[src/rtl/ua_adc_rx_pkg.sv]
// Shared definitions for the ADC receive datapath: FSM state codes, settle time
// and the lane-major to sample-major transpose.
package ua_adc_rx_pkg;

  localparam logic [2:0] ST_IDLE   = 3'd0;
  localparam logic [2:0] ST_SETTLE = 3'd1;
  localparam logic [2:0] ST_CHECK  = 3'd2;
  localparam logic [2:0] ST_LOCKED = 3'd3;
  localparam logic [2:0] ST_FAIL   = 3'd4;

  localparam int SETTLE_CYCLES = 2;
  localparam int MAX_BITS      = 256;

  // Sample k, bit j of the result comes from lane j, time slot k of the raw word.
  function automatic logic [MAX_BITS-1:0] transpose(
    input logic [MAX_BITS-1:0] raw,
    input int                  lanes,
    input int                  ratio
  );
    logic [MAX_BITS-1:0] t;
    t = '0;
    for (int k = 0; k < ratio; k++) begin
      for (int j = 0; j < lanes; j++) begin
        t[k*lanes+j] = raw[j*ratio+k];
      end
    end
    return t;
  endfunction

endpackage

[src/rtl/ua_adc_word_rotate.sv]
// Two-word history of sample-major words and the sample rotation mux that
// realigns the word boundary by i_rot samples.
module ua_adc_word_rotate #(
  parameter int LANES = 10,
  parameter int RATIO = 4,
  parameter int RW    = 2
) (
  input  logic                   i_clk,
  input  logic                   i_rst_n,
  input  logic [LANES*RATIO-1:0] i_word,
  input  logic [RW-1:0]          i_rot,
  output logic [LANES*RATIO-1:0] o_word
);

  logic [LANES*RATIO-1:0]   r_w0;
  logic [LANES*RATIO-1:0]   r_w1;
  logic [2*LANES*RATIO-1:0] w_ext;

  // word history: r_w1 is the older word, r_w0 the one that follows it
  always_ff @(posedge i_clk) begin
    if (!i_rst_n) begin
      r_w0 <= '0;
      r_w1 <= '0;
    end else begin
      r_w0 <= i_word;
      r_w1 <= r_w0;
    end
  end

  // Extended sequence e[0..2R-1]: older word in the low samples, so sample k+r
  // spills into the newer word once k+r reaches R.
  assign w_ext  = {r_w0, r_w1};
  assign o_word = w_ext[int'(i_rot)*LANES +: LANES*RATIO];

endmodule

[src/rtl/ua_adc_data_align.sv]
// ADC receive alignment: transpose, word-boundary training against a fixed test
// pattern, delay-matched output pipeline and lock/fail status.
module ua_adc_data_align
  import ua_adc_rx_pkg::*;
#(
  parameter int              LANES      = 10,
  parameter int              RATIO      = 4,
  parameter int              PIPE_DEPTH = 3,
  parameter int              LOCK_COUNT = 16,
  parameter logic [LANES-1:0] TRAIN_BASE = 10'h155
) (
  input  logic                       i_clk_div,
  input  logic                       i_rst_n,
  input  logic [LANES*RATIO-1:0]     i_p_data,
  input  logic                       i_or_in,
  input  logic                       i_train_start,
  output logic [LANES*RATIO-1:0]     o_data,
  output logic                       o_data_or,
  output logic                       o_data_valid,
  output logic                       o_locked,
  output logic                       o_train_fail,
  output logic [$clog2(RATIO)-1:0]   o_slip_offset
);

  localparam int W  = LANES * RATIO;
  localparam int RW = $clog2(RATIO);
  localparam int CW = $clog2(LOCK_COUNT + 1);
  localparam int OD = PIPE_DEPTH + 2;

  function automatic logic [W-1:0] f_train_word();
    logic [W-1:0] t;
    t = '0;
    for (int k = 0; k < RATIO; k++) begin
      t[k*LANES +: LANES] = TRAIN_BASE + LANES'(k);
    end
    return t;
  endfunction

  localparam logic [W-1:0] TRAIN_WORD = f_train_word();

  logic [W-1:0]  w_sample;
  logic [W-1:0]  w_rot;
  logic          w_match;
  logic [W-1:0]  r_pipe [PIPE_DEPTH];
  logic [OD-1:0] r_or_sr;
  logic [2:0]    r_state;
  logic [1:0]    r_settle;
  logic [CW-1:0] r_count;
  logic [RW-1:0] r_rot;
  logic          r_locked;
  logic          r_fail;

  assign w_sample = W'(transpose(MAX_BITS'(i_p_data), LANES, RATIO));

  ua_adc_word_rotate #(
    .LANES (LANES),
    .RATIO (RATIO),
    .RW    (RW)
  ) u_rotate (
    .i_clk   (i_clk_div),
    .i_rst_n (i_rst_n),
    .i_word  (w_sample),
    .i_rot   (r_rot),
    .o_word  (w_rot)
  );

  // aligned-data pipeline and the or_in delay line that matches it
  always_ff @(posedge i_clk_div) begin
    if (!i_rst_n) begin
      for (int i = 0; i < PIPE_DEPTH; i++) begin
        r_pipe[i] <= '0;
      end
      r_or_sr <= '0;
    end else begin
      r_pipe[0] <= w_rot;
      for (int i = 1; i < PIPE_DEPTH; i++) begin
        r_pipe[i] <= r_pipe[i-1];
      end
      r_or_sr <= {r_or_sr[OD-2:0], i_or_in};
    end
  end

  assign w_match = (r_pipe[0] == TRAIN_WORD);

  // training FSM; train_start overrides any transition on the same edge
  always_ff @(posedge i_clk_div) begin
    if (!i_rst_n) begin
      r_state  <= ST_IDLE;
      r_settle <= 2'd0;
      r_count  <= '0;
      r_rot    <= '0;
      r_locked <= 1'b0;
      r_fail   <= 1'b0;
    end else if (i_train_start) begin
      r_state  <= ST_SETTLE;
      r_settle <= 2'd0;
      r_count  <= '0;
      r_rot    <= '0;
      r_locked <= 1'b0;
      r_fail   <= 1'b0;
    end else begin
      case (r_state)
        ST_SETTLE: begin
          if (r_settle == 2'(SETTLE_CYCLES - 1)) begin
            r_settle <= 2'd0;
            r_state  <= ST_CHECK;
          end else begin
            r_settle <= r_settle + 2'd1;
          end
        end
        ST_CHECK: begin
          if (w_match) begin
            if (r_count == CW'(LOCK_COUNT - 1)) begin
              r_count  <= CW'(LOCK_COUNT);
              r_locked <= 1'b1;
              r_state  <= ST_LOCKED;
            end else begin
              r_count <= r_count + CW'(1);
            end
          end else begin
            r_count <= '0;
            if (r_rot == RW'(RATIO - 1)) begin
              r_rot   <= '0;
              r_fail  <= 1'b1;
              r_state <= ST_FAIL;
            end else begin
              r_rot   <= r_rot + RW'(1);
              r_state <= ST_SETTLE;
            end
          end
        end
        ST_IDLE, ST_LOCKED, ST_FAIL: begin
          r_state <= r_state;
        end
        default: begin
          r_state <= ST_IDLE;
        end
      endcase
    end
  end

  assign o_data        = r_pipe[PIPE_DEPTH-1];
  assign o_data_or     = r_or_sr[OD-1];
  assign o_data_valid  = r_locked;
  assign o_locked      = r_locked;
  assign o_train_fail  = r_fail;
  assign o_slip_offset = r_rot;

endmodule

[config.mk]
export PLATFORM = sky130hd
export DESIGN_NAME = ua_adc_data_align
export DESIGN_NICKNAME = d
export VERILOG_FILES = /design/src/rtl/ua_adc_rx_pkg.sv /design/src/rtl/ua_adc_word_rotate.sv /design/src/rtl/ua_adc_data_align.sv
export SDC_FILE = /design/constraint.sdc
export NUM_CORES = 1
export LEC_CHECK = 0
export BUFFER_PORTS_ARGS = -buffer_cell sky130_fd_sc_hd__buf_4
export CORE_UTILIZATION = 45
export CTS_BUF_LIST = sky130_fd_sc_hd__clkbuf_8
export DETAILED_ROUTE_END_ITERATION = 10
export SYNTH_ARGS = -nofsm -noshare
export SYNTH_HDL_FRONTEND = slang
export SYNTH_SLANG_ARGS = --single-unit
[constraint.sdc]
create_clock -name i_clk_div -period 2.4 [get_ports i_clk_div]
set_clock_uncertainty 0.05 [all_clocks]
set_input_delay 0.48 -clock i_clk_div [delete_from_list [all_inputs] [get_ports i_clk_div]]
set_output_delay 0.48 -clock i_clk_div [all_outputs]
set_load 0.01 [all_outputs]
# [Yosys cells after proc, flatten, opt, wreduce, memory -nomap -nowiden]
# Memory sizes are Yosys's and may differ from the RTL's.
# Cells that the tools add are included.
[word_totals] register_bits=99 ram_bits=120 out_inout_bits=46 elab_cells=58 memories=1
[op_classes] add_sub_neg=3 mul=1 n_eq_ne=13 shifts=1 muxes=15 bitwise=6 reduce_logical=8
[mem_list] memory="r_pipe" words=3 word_bits=40 read_ports=3 rd_ports_with_merged_regs=0 wr=3 line="ua_adc_data_align.sv:44" text="logic [W-1:0] r_pipe [PIPE_DEPTH];"
[ops] cell="$mux 40" count=3
[ops] cell="$shiftx 80x32->40" count=1
[ops] cell="$eq 40x39->1 const B" count=1
[ops] cell="$mux 3" count=4
[ops] cell="$reduce_and 3->1" count=4
[ops] cell="$mux 5" count=2
[ops] cell="$pmux 3 s3" count=1
[ops] cell="$eq 3x2->1 const B" count=2
[ops] cell="$ne 3x3->1 const B" count=2
[ops] cell="$add 5x1->5 const B" count=1
[ops] cell="$eq 5x4->1 const B" count=1
[ops] cell="$mul 2x3->5 const B" count=1
[ops] cell="$add 2x1->2 const B" count=2
[ops] cell="$mux 2" count=2
[ops] cell="$ne 2x2->1 const B" count=2
[ops] cell="$ne 4x4->1 const B" count=1
[ops] cell="$eq 3x1->1 const B" count=1
[ops] cell="$eq 3x3->1 const B" count=1
[ops] cell="$logic_not 3->1" count=1
[ops] cell="$mux 1" count=3
[ops] cell="$not 1->1" count=3
[ops] cell="$or 1x1->1" count=3
[ops] cell="$reduce_or 3->1" count=1
[ops] cell="$eq 2x1->1 const B" count=1
[ops] cell="other kinds (3)" count=3

# [Depth between registers and ports, before layout]
# Gate-level depths: netlist of run 1.
[logic_depth] depth_word=5 mapped_depth=6 depth_no_buf=6

# [Cells and area by module]
# From an unflattened synthesis of run 1, not the netlist that was laid out.
[unflattened] cells_unflattened=631 area_unflattened_um2=7729.9
[by_module_without_submodules] mod="ua_adc_data_align" instances=1 cells_per_inst=415 area_per_inst_um2=4599.4 seq_area_each_um2=2782.7
[by_module_without_submodules] mod="ua_adc_word_rotate" instances=1 cells_per_inst=216 area_per_inst_um2=3130.5 seq_area_each_um2=1601.5

# [Worst setup path after synthesis of run 1]
# No wires, ideal clock.
[synth_timing] kind="reg-to-reg" startpoint="reg r_rot[0], in the netlist o_slip_offset[0]" endpoint="mem r_pipe[0][3] in the netlist's numbering" arrival_ns=1.541 required_ns=2.235 slack_ns=0.694 stages_incl_launch_ff=5 period_less_slack_ns=1.706 cell_sequence="dfxtp_1 buf_2 buf_2 mux4_2 and2_1"
[synth_lines] element="start, declared" line="ua_adc_data_align.sv:49" text="logic [RW-1:0] r_rot;"
[synth_lines] element="start signal, assigned" line="ua_adc_data_align.sv:127" text="r_rot <= r_rot + RW'(1);"
[synth_lines] element="end, declared" line="ua_adc_data_align.sv:44"

# [Worst setup path in the final report of run 1]
[layout_timing] startpoint="reg r_rot[0], in the netlist o_slip_offset[0]" endpoint="out o_slip_offset[0]"
[layout_lines] element="end, declared" line="ua_adc_data_align.sv:22" text="output logic [$clog2(RATIO)-1:0] o_slip_offset"
# No word-level cell between the ends.

==> flow_summary.toml, run 1 <==
[sta]
period_share_pct = 76.9
rsz0062_at_grt = "false"
slew_headroom_pct = 65.6
worst_slew_pin_slew_ns = 0.516
min_period_ns = 1.85
fin_ws_ns = 0.555
finalHoldViolCount = 0
slew_violations = 0
final-setup-viol-count = 0
tns_ns = 0
max_freq_ghz = 0.542

[route]
wl_per_cell_um = 13.7
drc = 0
drt-total-wl_mm = 12.6
final_antenna_net_count = 0
via_per_inst = 4.53
drt-initial-drc-count = 164
vias = 4150
drt-pass1-iter-count = 4

[critical_path]
rr_worst_depth = 6
path_class = "flip-flop to output pin"
reg2reg_from = "r_pipe[0][10]"
crit_path_start_kind = "flip-flop"
cp_slowest_stage_delay_ns = 0.60
ff2ff_setup_slack_ns = 0.62
cp-end-kind = "output pin"
crit_buf_inv = 1
critPathTopFamily = "flip-flops"
cp.depth = 1
crit_end = "o_slip_offset[0]"
crit_required_ns = 1.87
crit_arrival_ns = 1.32
cp_slowest_cell = "dfxtp_2"
crit_chain = "buf_4"
critPathMaxFanout = 17
r2r_end = "o_slip_offset[0]"
startpoint = "o_slip_offset[0]"

[yosys]
synth_edf_count = 0
synth_compound_area_share_pct = 1.77
synthSimpleGateAreaFrac_pct = 21.4
ys_types = 40
synth_top_area_cell = "dfxtp_1"
syn_nets = 665
synth_top_family_by_area = "simple AND/OR/NAND/NOR gates"
synthTopCellsByArea = "dfxtp_1 (58%), and2_1 (17%), mux4_2 (12%)"
synthArstFlopShare_pct = 0
syn_area_per_cell_sq_um = 12.3
yosysWarnings = 0
ys_ff_latch = 219
syn_area_sq_um = 7580
synth_top_cell_area_share_pct = 57.8
synth_xor_area_share_pct = 0.116
synth_cells = 618
synth_ff_type = "dfxtp_1"
yosysSeqAreaShare_pct = 57.8
synthAdderAreaFrac_pct = 0.495
synth_mux_area_share_pct = 11.9

[clock_tree]
cts_max_level = 2
cts.hold.buffers_added = 0
postCtsSetupBuffers = 0
cts_root_buf = "clkbuf_8"
cts_tree = "built"
numCtsBuffers = 34
cts-resized-gates = 0
cts.sinks = 219
clock_path_buffers = 3
clk_latency_ns = 0.50
path_clk_slew_ns = 0.06

[placed_design]
place_hpwl_mm = 8.54
io_buffer_count = 89
pre_cts_slack_ns = 0.624
dp_cells = 855
place_congestion = 0.740

[global_route]
gr-usage-met2_pct = 22.7
grt_first_pass_wirelength_mm = 21.2
grt_usage_pct = 15.3
grt-ovfl-total = 0
grt-busiest-layer = "met2"
grtUsageMet1_pct = 21.3
grt_max_degree = 84
use_met3_pct = 3.42
grt_pass1_vias = 4163
antenna_found_initial = 0

[layout]
regArea_sq_um = 4390
final_cells = 917
multi_input_area_sq_um = 2710
utilization_pct = 53.4
final_nets = 718
layout-drive-gt1-share_pct = 28.3
antenna_cells = 0
syn_to_final_growth_pct = 16.4
nFillCells = 1463

[floorplanning]
dieArea_sq_um = 17400
die_w_um = 132
chipHeight_um = 132
core_area_sq_um = 16500
start_util_pct = 45.9
ioPinCount = 90
rows = 47

[power_and_ir_drop]
peakVddDrop_v = 0.000350
power.density_nw_per_um2 = 793
p_leak_nw = 3.67
power_mw = 7.00

[status]
outcome = "finished clean"

[hold_path]
worst_hold_path_type = "input port to flip-flop"
whs_path_depth = 2

[flow_run]
max_cap_viol_count = 0
==> worst min-delay path by stage <==
stage                            startpoint                 to  slack (ns)
after floorplan                  r_or_sr[0]         r_or_sr[1]        0.36
after global placement           r_or_sr[1]         r_or_sr[2]        0.37
after detailed placement  u_rotate.r_w0[39]  u_rotate.r_w1[39]        0.37
after CTS                       i_p_data[2]  u_rotate.r_w0[20]         0.1
after global routing            i_p_data[2]  u_rotate.r_w0[20]        0.11
final                           i_p_data[2]  u_rotate.r_w0[20]        0.13
==> layout make-up <==
cell class              instances  area share [%]
clock buffers                  44            6.87
clock inverters                18           0.837
inverters                       5           0.213
multi-input cells             317            30.7
flip-flops and latches        219            49.7
well taps                     220            3.12
repair buffers                 94            8.57
==> power breakdown <==
group	internal, mW	switching (mW)
Clock	1.65	1.31
Sequential	3.74	0.0579
Combinational	0.149	0.0887
Total	5.54	1.46
==> synth_stat cells (3+ instances only) <==
cell type / count
a21oi_1: 5
and2_1: 206
and4bb_1: 4
and4bb_2: 4
buf_2: 9
buf_4: 42
clkbuf_1: 24
dfxtp_1: 219
ha_1: 3
inv_1: 4
mux4_2: 40
nand2_1: 6
nand3_1: 3
nor2_1: 8
nor2b_1: 3
nor3_1: 3
o21ai_0: 4
==> flip-flops by register name, summed over array words and instances (netlist names) <==
| name | flops |
|---|---|
| r_state | 3 |
| u_rotate.r_w1 | 40 |
| r_settle | 2 |
| u_rotate.r_w0 | 40 |
| r_or_sr | 5 |
| r_count | 5 |
| o_slip_offset | 2 |
| r_pipe | 120 |
| o_train_fail | 1 |
| o_data_valid | 1 |
==> per-stage QoR <==
step	cell area, sq um	hold slack (ns)
after floorplan	7580	0.362
after global placement	8140	0.367
after detailed placement	8140	0.368
after CTS	8820	0.0989
after global routing	8820	0.112
final	8820	0.131
==> kinds of logic (layout without fill, tap and decap cells) <==
| family | count (synthesis) | count (layout) |
|---|---|---|
| mux | 40 | 40 |
| buf+inv | 82 | 161 |
| compound gates | 20 | 20 |
| simple gates | 253 | 253 |
| flops | 219 | 219 |
| fa+ha+maj | 3 | 3 |
| xor+xnor | 1 | 1 |
==> cell usage in the layout, fill, tap and decap left out, drive strengths merged, types with 3 or more instances in the layout <==
| master | synthesis | final |
|---|---|---|
| nor3 | 5 | 5 |
| clkbuf | 24 | 44 |
| nor2b | 3 | 3 |
| and2 | 207 | 207 |
| nand3 | 3 | 3 |
| o21ai | 4 | 4 |
| inv | 5 | 18 |
| nand2 | 7 | 7 |
| dfxtp | 219 | 219 |
| clkinv | 0 | 5 |
| a21oi | 5 | 5 |
| and4bb | 8 | 8 |
| nor2 | 8 | 8 |
| mux4 | 40 | 40 |
| ha | 3 | 3 |
| buf | 53 | 94 |
==> per-layer routing <==
layer	vias up	part of all wire [%]
met5	-	0
met3	26	4.5
met4	0	2.3
li1	2108	-
met2	106	44
met1	1910	50
(Power assumes the default switching activity.)
==> run 2: changes to the inputs <==
- PLACE_DENSITY: unset -> 0.67
- clock period: 2.4 -> 1.5 ns (I/O delays scaled with it)
==> run 2 against run 1 <==
  * The flow now finishes with violations (setup timing)
  * Utilization up 5.9 points
  * Cell area up 11%
  * Clock power up 55%
  * Sequential cell count unchanged
  * Largest cell class unchanged
==> flow_summary.toml, run 2 (synthesis gave the netlist of run 1 again) <==
[layout]
utilization_pct = 59.2
nFillCells = 1339
multi_input_area_sq_um = 2840
layout_commonest_cell = "dfxtp_1"
largest_reg_flops = 120
final_cells = 995
antenna_cells = 0
final_nets = 798
final_cell_mix = "dfxtp_1 (207), and2_1 (199), buf_4 (111)"
regArea_sq_um = 4400
layout-drive-gt1-share_pct = 33.9
fin_area_sq_um = 9790
largest-register = "r_pipe"
syn_to_final_growth_pct = 29.1
reg_top3 = "r_pipe x120, u_rotate.r_w0 x40, u_rotate.r_w1 x40"

[critical_path]
path_class = "flip-flop to flip-flop"
rr_worst_depth = 6
critPathMaxFanout = 6
cp-end-kind = "flip-flop"
critPathTopFamily = "simple AND/OR/NAND/NOR gates"
ff2ff_setup_slack_ns = -0.23
crit_path_start_kind = "flip-flop"
cp_slowest_stage_delay_ns = 0.48
cp_slowest_cell = "or4_4"
r2r_end = "o_slip_offset[0]"
crit_required_ns = 1.88
crit_chain = "and4bb_2 > nand4_1 > nor3_4 > buf_6 > or4_4 > a21oi_2"
crit_arrival_ns = 2.11
reg2reg_from = "r_pipe[0][10]"
crit_buf_inv = 1

[route]
drt-initial-drc-count = 200
drt-pass1-iter-count = 4
drc = 0
via_per_inst = 4.57
wl_per_cell_um = 14.1
vias = 4546
final_antenna_net_count = 0
drt-total-wl_mm = 14.1

[hold_path]
holdPathEnd = "r_state[0]"
worst_hold_path_type = "input port to flip-flop"
whs_path_depth = 3
min-delay-start = "i_rst_n"

[power_and_ir_drop]
internal_power_mw = 8.75
peakVddDrop_v = 0.000639
switching_share_pct = 21.6
switching_power_mw = 2.41
p_seq_share_pct = 54.4
p_clk_share_pct = 41.2
power.density_nw_per_um2 = 1140
pwr-share-comb_pct = 4.5
p_leak_nw = 4.11

[sta]
slew_violations = 0
fin_ws_ns = -0.228
finalHoldViolCount = 0
worst_slew_pin_slew_ns = 0.560
min_period_ns = 1.73
rsz0062_at_grt = "true"
period_share_pct = 115
max_freq_ghz = 0.579
slew_headroom_pct = 62.7
final-setup-viol-count = 19

[floorplanning]
die_w_um = 132
ioPinCount = 90
start_util_pct = 45.9
core_area_sq_um = 16500
rows = 47
dieArea_sq_um = 17400
chipHeight_um = 132

[status]
violations = "setup timing"
outcome = "complete, but fails checks"

[global_route]
antenna_found_initial = 0
grt_max_degree = 112
grt_usage_pct = 16.2
grt_first_pass_wirelength_mm = 22.5
grt-ovfl-total = 0
grt_pass1_vias = 4536

[placed_design]
dp_cells = 876
place_area_sq_um = 8320
io_buffer_count = 89
place_hpwl_mm = 9.02
place_congestion = 0.751

[clock_tree]
cts.sinks = 219
path_clk_slew_ns = 0.06
cts_root_buf = "clkbuf_8"
clk_latency_ns = 0.52
clock_path_buffers = 3
numCtsBuffers = 35
cts_max_level = 2
cts_tree = "built"

[flow_run]
max_cap_viol_count = 0
[run 2: through the flow]
step	total power, mW	setup slack [ns]	setup TNS, ns	hold slack (ns)
final	11.2	-0.228	-1.61	0.0537
after CTS	11.3	-0.209	-1.39	0.0337
after global placement	6.58	-0.223	-1.84	0.363
after global routing	11.7	-0.305	-3.35	0.0501
after detailed placement	6.60	-0.247	-2.30	0.367
after floorplan	6.42	0.0163	0	0.362
[run 2: metal layers]
layer | part of all wire, % | vias to the layer above | wire length, um | global-route usage, %
met2 | 48 | 113 | 6770 | 25.9
met5 | 0 | - | 0 | 0
met3 | 4.8 | 26 | 673 | 4.50
met1 | 45 | 2135 | 6360 | 20.9
met4 | 1.8 | 0 | 250 | 6.27
li1 | - | 2272 | - | -
[run 2: final cells by class]
cell class              count  area share [%]
multi-input cells         317            29.0
flip-flops and latches    219            45.0
well taps                 220            2.81
clock inverters            21           0.971
repair buffers            173            16.4
inverters                   5           0.192
clock buffers              40            5.62
[run 2: how the worst max path moves through the flow]
stage	start	endpoint	slack [ns]	depth (start not counted)
after global routing	r_pipe[0][17]	r_count[3]	-0.30	7
after CTS	r_pipe[0][3]	o_slip_offset[0]	-0.21	6
after floorplan	o_slip_offset[1]	r_pipe[0][15]	0.02	4
final	r_pipe[0][10]	o_slip_offset[0]	-0.23	6
after detailed placement	r_pipe[0][16]	r_count[1]	-0.25	8
after global placement	r_pipe[0][16]	r_count[1]	-0.22	8
[run 2: tightest hold or removal path, cell delays in order]
cell and delay, ns:
buf_4 0.14, inv_1 0.08, a31oi_1 0.04
[run 2: what timing repair did]
item	CTS	global route
hold buffers	42	0
gates cloned	1	4
resized for setup	14	37
pin swaps	4	18
hold endpoints to repair	42	0
setup endpoints to repair	18	35
buffers inserted	4	7
[run 2: power groups by stage]
stage / registers (mW) / clock network (mW) / logic, mW
floorplan: 6.16 / 0 / 0.256
finish: 6.07 / 4.59 / 0.497
CTS: 6.06 / 4.74 / 0.491
detailed placement: 6.19 / 0 / 0.402
global route: 6.08 / 5.02 / 0.544
global placement: 6.18 / 0 / 0.396
==> run 3: changes to the inputs <==
- ABC_AREA: unset -> 1
- PLACE_DENSITY: 0.67 -> 0.68
- SKIP_LAST_GASP: unset -> 1
==> run 3 against run 2 <==
  * The run still ends with setup timing left
  * Critical path depth decreased by 2
  * Hold slack got worse by 0.010 ns
  * Fmax barely moved
  * Register-to-register slack improved by 0.04 ns
  * Sequential share of layout area shrank 9.8 points
  * Routed wire length is 66% higher
  * Critical path type is now flip-flop to output pin
  * Critical endpoint is now o_slip_offset[0]
==> flow_summary.toml, run 3 <==
[status]
outcome = "complete, but fails checks"
violations = "setup timing"

[critical_path]
rr_worst_depth = 11
path_class = "flip-flop to output pin"
cp-end-kind = "output pin"
ff2ff_setup_slack_ns = -0.19
crit_required_ns = 1.15
critPathMaxFanout = 5
crit_arrival_ns = 1.38
crit_path_start_kind = "flip-flop"

[hold_path]
whs_path_depth = 5
worst_hold_path_type = "input port to flip-flop"

[power_and_ir_drop]
pwr-share-comb_pct = 8.5
p_clk_share_pct = 44.1
p_seq_share_pct = 47.4
peakVddDrop_v = 0.000666
switching_power_mw = 3.02
power.density_nw_per_um2 = 1040
internal_power_mw = 9.96
switching_share_pct = 23.3
p_leak_nw = 6.70

[sta]
tns_ns = -5.22
rsz0062_at_grt = "true"
fin_ws_ns = -0.228
worst_slew_pin_slew_ns = 0.597
finalHoldViolCount = 0
slew_headroom_pct = 60.2
period_share_pct = 115
max_freq_ghz = 0.579
slew_violations = 0
final-setup-viol-count = 40
min_period_ns = 1.73

[yosys]
syn_area_per_cell_sq_um = 7.27
ys_ff_latch = 219
syn_nets = 1263
ys_types = 32
yosysWarnings = 0
synth_top_cell_area_share_pct = 49.6
yosysSeqAreaShare_pct = 49.6
synth_commonest_cells = "nand2_1 (391), inv_1 (224), dfxtp_1 (219)"
synth_top_area_cell = "dfxtp_1"
synth_cells = 1216
synthTopCellsByArea = "dfxtp_1 (50%), nand2_1 (17%), inv_1 (9.5%)"
syn_area_sq_um = 8840
yosysMostFrequentCell = "nand2_1"
synth_edf_count = 0
synthArstFlopShare_pct = 0
synth_ff_type = "dfxtp_1"

[floorplanning]
core_area_sq_um = 19000
dieArea_sq_um = 20200
rows = 50
start_util_pct = 46.7
ioPinCount = 90
die_w_um = 142
chipHeight_um = 142

[layout]
layout_commonest_cell = "nand2_1"
final_nets = 1458
antenna_cells = 0
reg_top3 = "r_pipe x120, u_rotate.r_w0 x40, u_rotate.r_w1 x40"
largest_reg_flops = 120
fin_area_sq_um = 12500
layout-drive-gt1-share_pct = 32.9
syn_to_final_growth_pct = 41.8
nFillCells = 1629
final_cell_mix = "nand2_1 (332), inv_1 (228), dfxtp_1 (203)"
regArea_sq_um = 4420
largest-register = "r_pipe"
multi_input_area_sq_um = 3650

[route]
wl_per_cell_um = 13.7
drt-initial-drc-count = 442
drt-total-wl_mm = 23.3
via_per_inst = 4.52
drc = 0
drt-pass1-iter-count = 5
vias = 7668
final_antenna_net_count = 0

[global_route]
grt_max_degree = 69
grt_pass1_vias = 6971
grt_usage_pct = 22.2
grt_first_pass_wirelength_mm = 34.7
antenna_found_initial = 0
grt-ovfl-total = 0

[clock_tree]
path_clk_slew_ns = 0.07
cts_tree = "built"
clock_path_buffers = 3
cts_root_buf = "clkbuf_8"
cts_max_level = 2
cts.sinks = 219
clk_latency_ns = 0.52
numCtsBuffers = 37

[placed_design]
place_hpwl_mm = 15.4
place_congestion = 0.857
place_area_sq_um = 9860
io_buffer_count = 89

[flow_run]
max_cap_viol_count = 0
run 3: cells by family (layout without fill, tap and decap cells):
family / count (synthesis) / count (layout) / synth area share [%]
flops: 219 / 219 / 49.6
fa+ha+maj: 3 / 3 / 0.424
xor+xnor: 1 / 1 / 0.0990
buf+inv: 328 / 550 / 17.7
mux: 3 / 3 / 0.340
compound gates: 147 / 147 / 9.05
simple gates: 515 / 515 / 22.8
run 3: area by class of cell:
type,count,share of cell area [%]
clock buffer,45,4.94
clock inverter,21,1.60
inverter,225,7.00
multi-input combinational,669,29.1
sequential,219,35.2
tap,260,2.59
timing repair buffer,258,19.4
timing repair inverter,1,0.0698
run 3: worst paths after layout:
path,from,to
hold reg to reg,u_rotate.r_w0[30],u_rotate.r_w1[30]
setup / recovery,o_slip_offset[0],o_slip_offset[0]
setup reg to reg,o_slip_offset[0],r_pipe[0][3]
hold / removal,i_train_start,r_state[0]
run 3: critical path, stage by stage (launching register included):
cell,delay [ns]
dfxtp_4,0.37
buf_6,0.13
buf_12,0.12
buf_8,0.12
buf_6,0.11
run 3: power groups by stage:
stage	clock [mW]	combinational (mW)	sequential (mW)
floorplan	0	0.496	6.21
finish	5.73	1.11	6.15
global route	6.14	1.22	6.16
detailed placement	0	0.807	6.26
CTS	5.87	0.937	6.14
global placement	0	0.800	6.27
run 3: per-stage QoR:
step	worst slack, ns	hold WS [ns]	util (%)	cells	power, mW
5_1_grt	-0.292	0.0672	66.2	1698	13.5
2_1_floorplan	0.00199	0.340	-	1216	6.70
4_1_cts	-0.187	0.0182	60.2	1669	12.9
3_3_place_gp	-0.364	0.345	52.0	1551	7.07
6_report	-0.228	0.0435	66.2	1698	13.0
3_5_place_dp	-0.321	0.346	52.0	1551	7.07
run 3: what timing repair did:
item / in CTS / in global routing
pin swaps: 26 / 92
hold endpoints to repair: 41 / 0
resized for setup: 90 / 235
hold buffers: 41 / 0
endpoints found under the setup margin: 49 / 51
buffers inserted: 10 / 24
gates cloned: 1 / 8
run 3: routing by layer:
layer / vias to the layer above / global-route usage, % / part of all wire (%)
met5: - / 0 / 0
met4: 0 / 8.43 / 3.2
met3: 51 / 3.63 / 5.0
met2: 188 / 39.8 / 51
met1: 3445 / 26.6 / 41
li1: 3984 / - / -
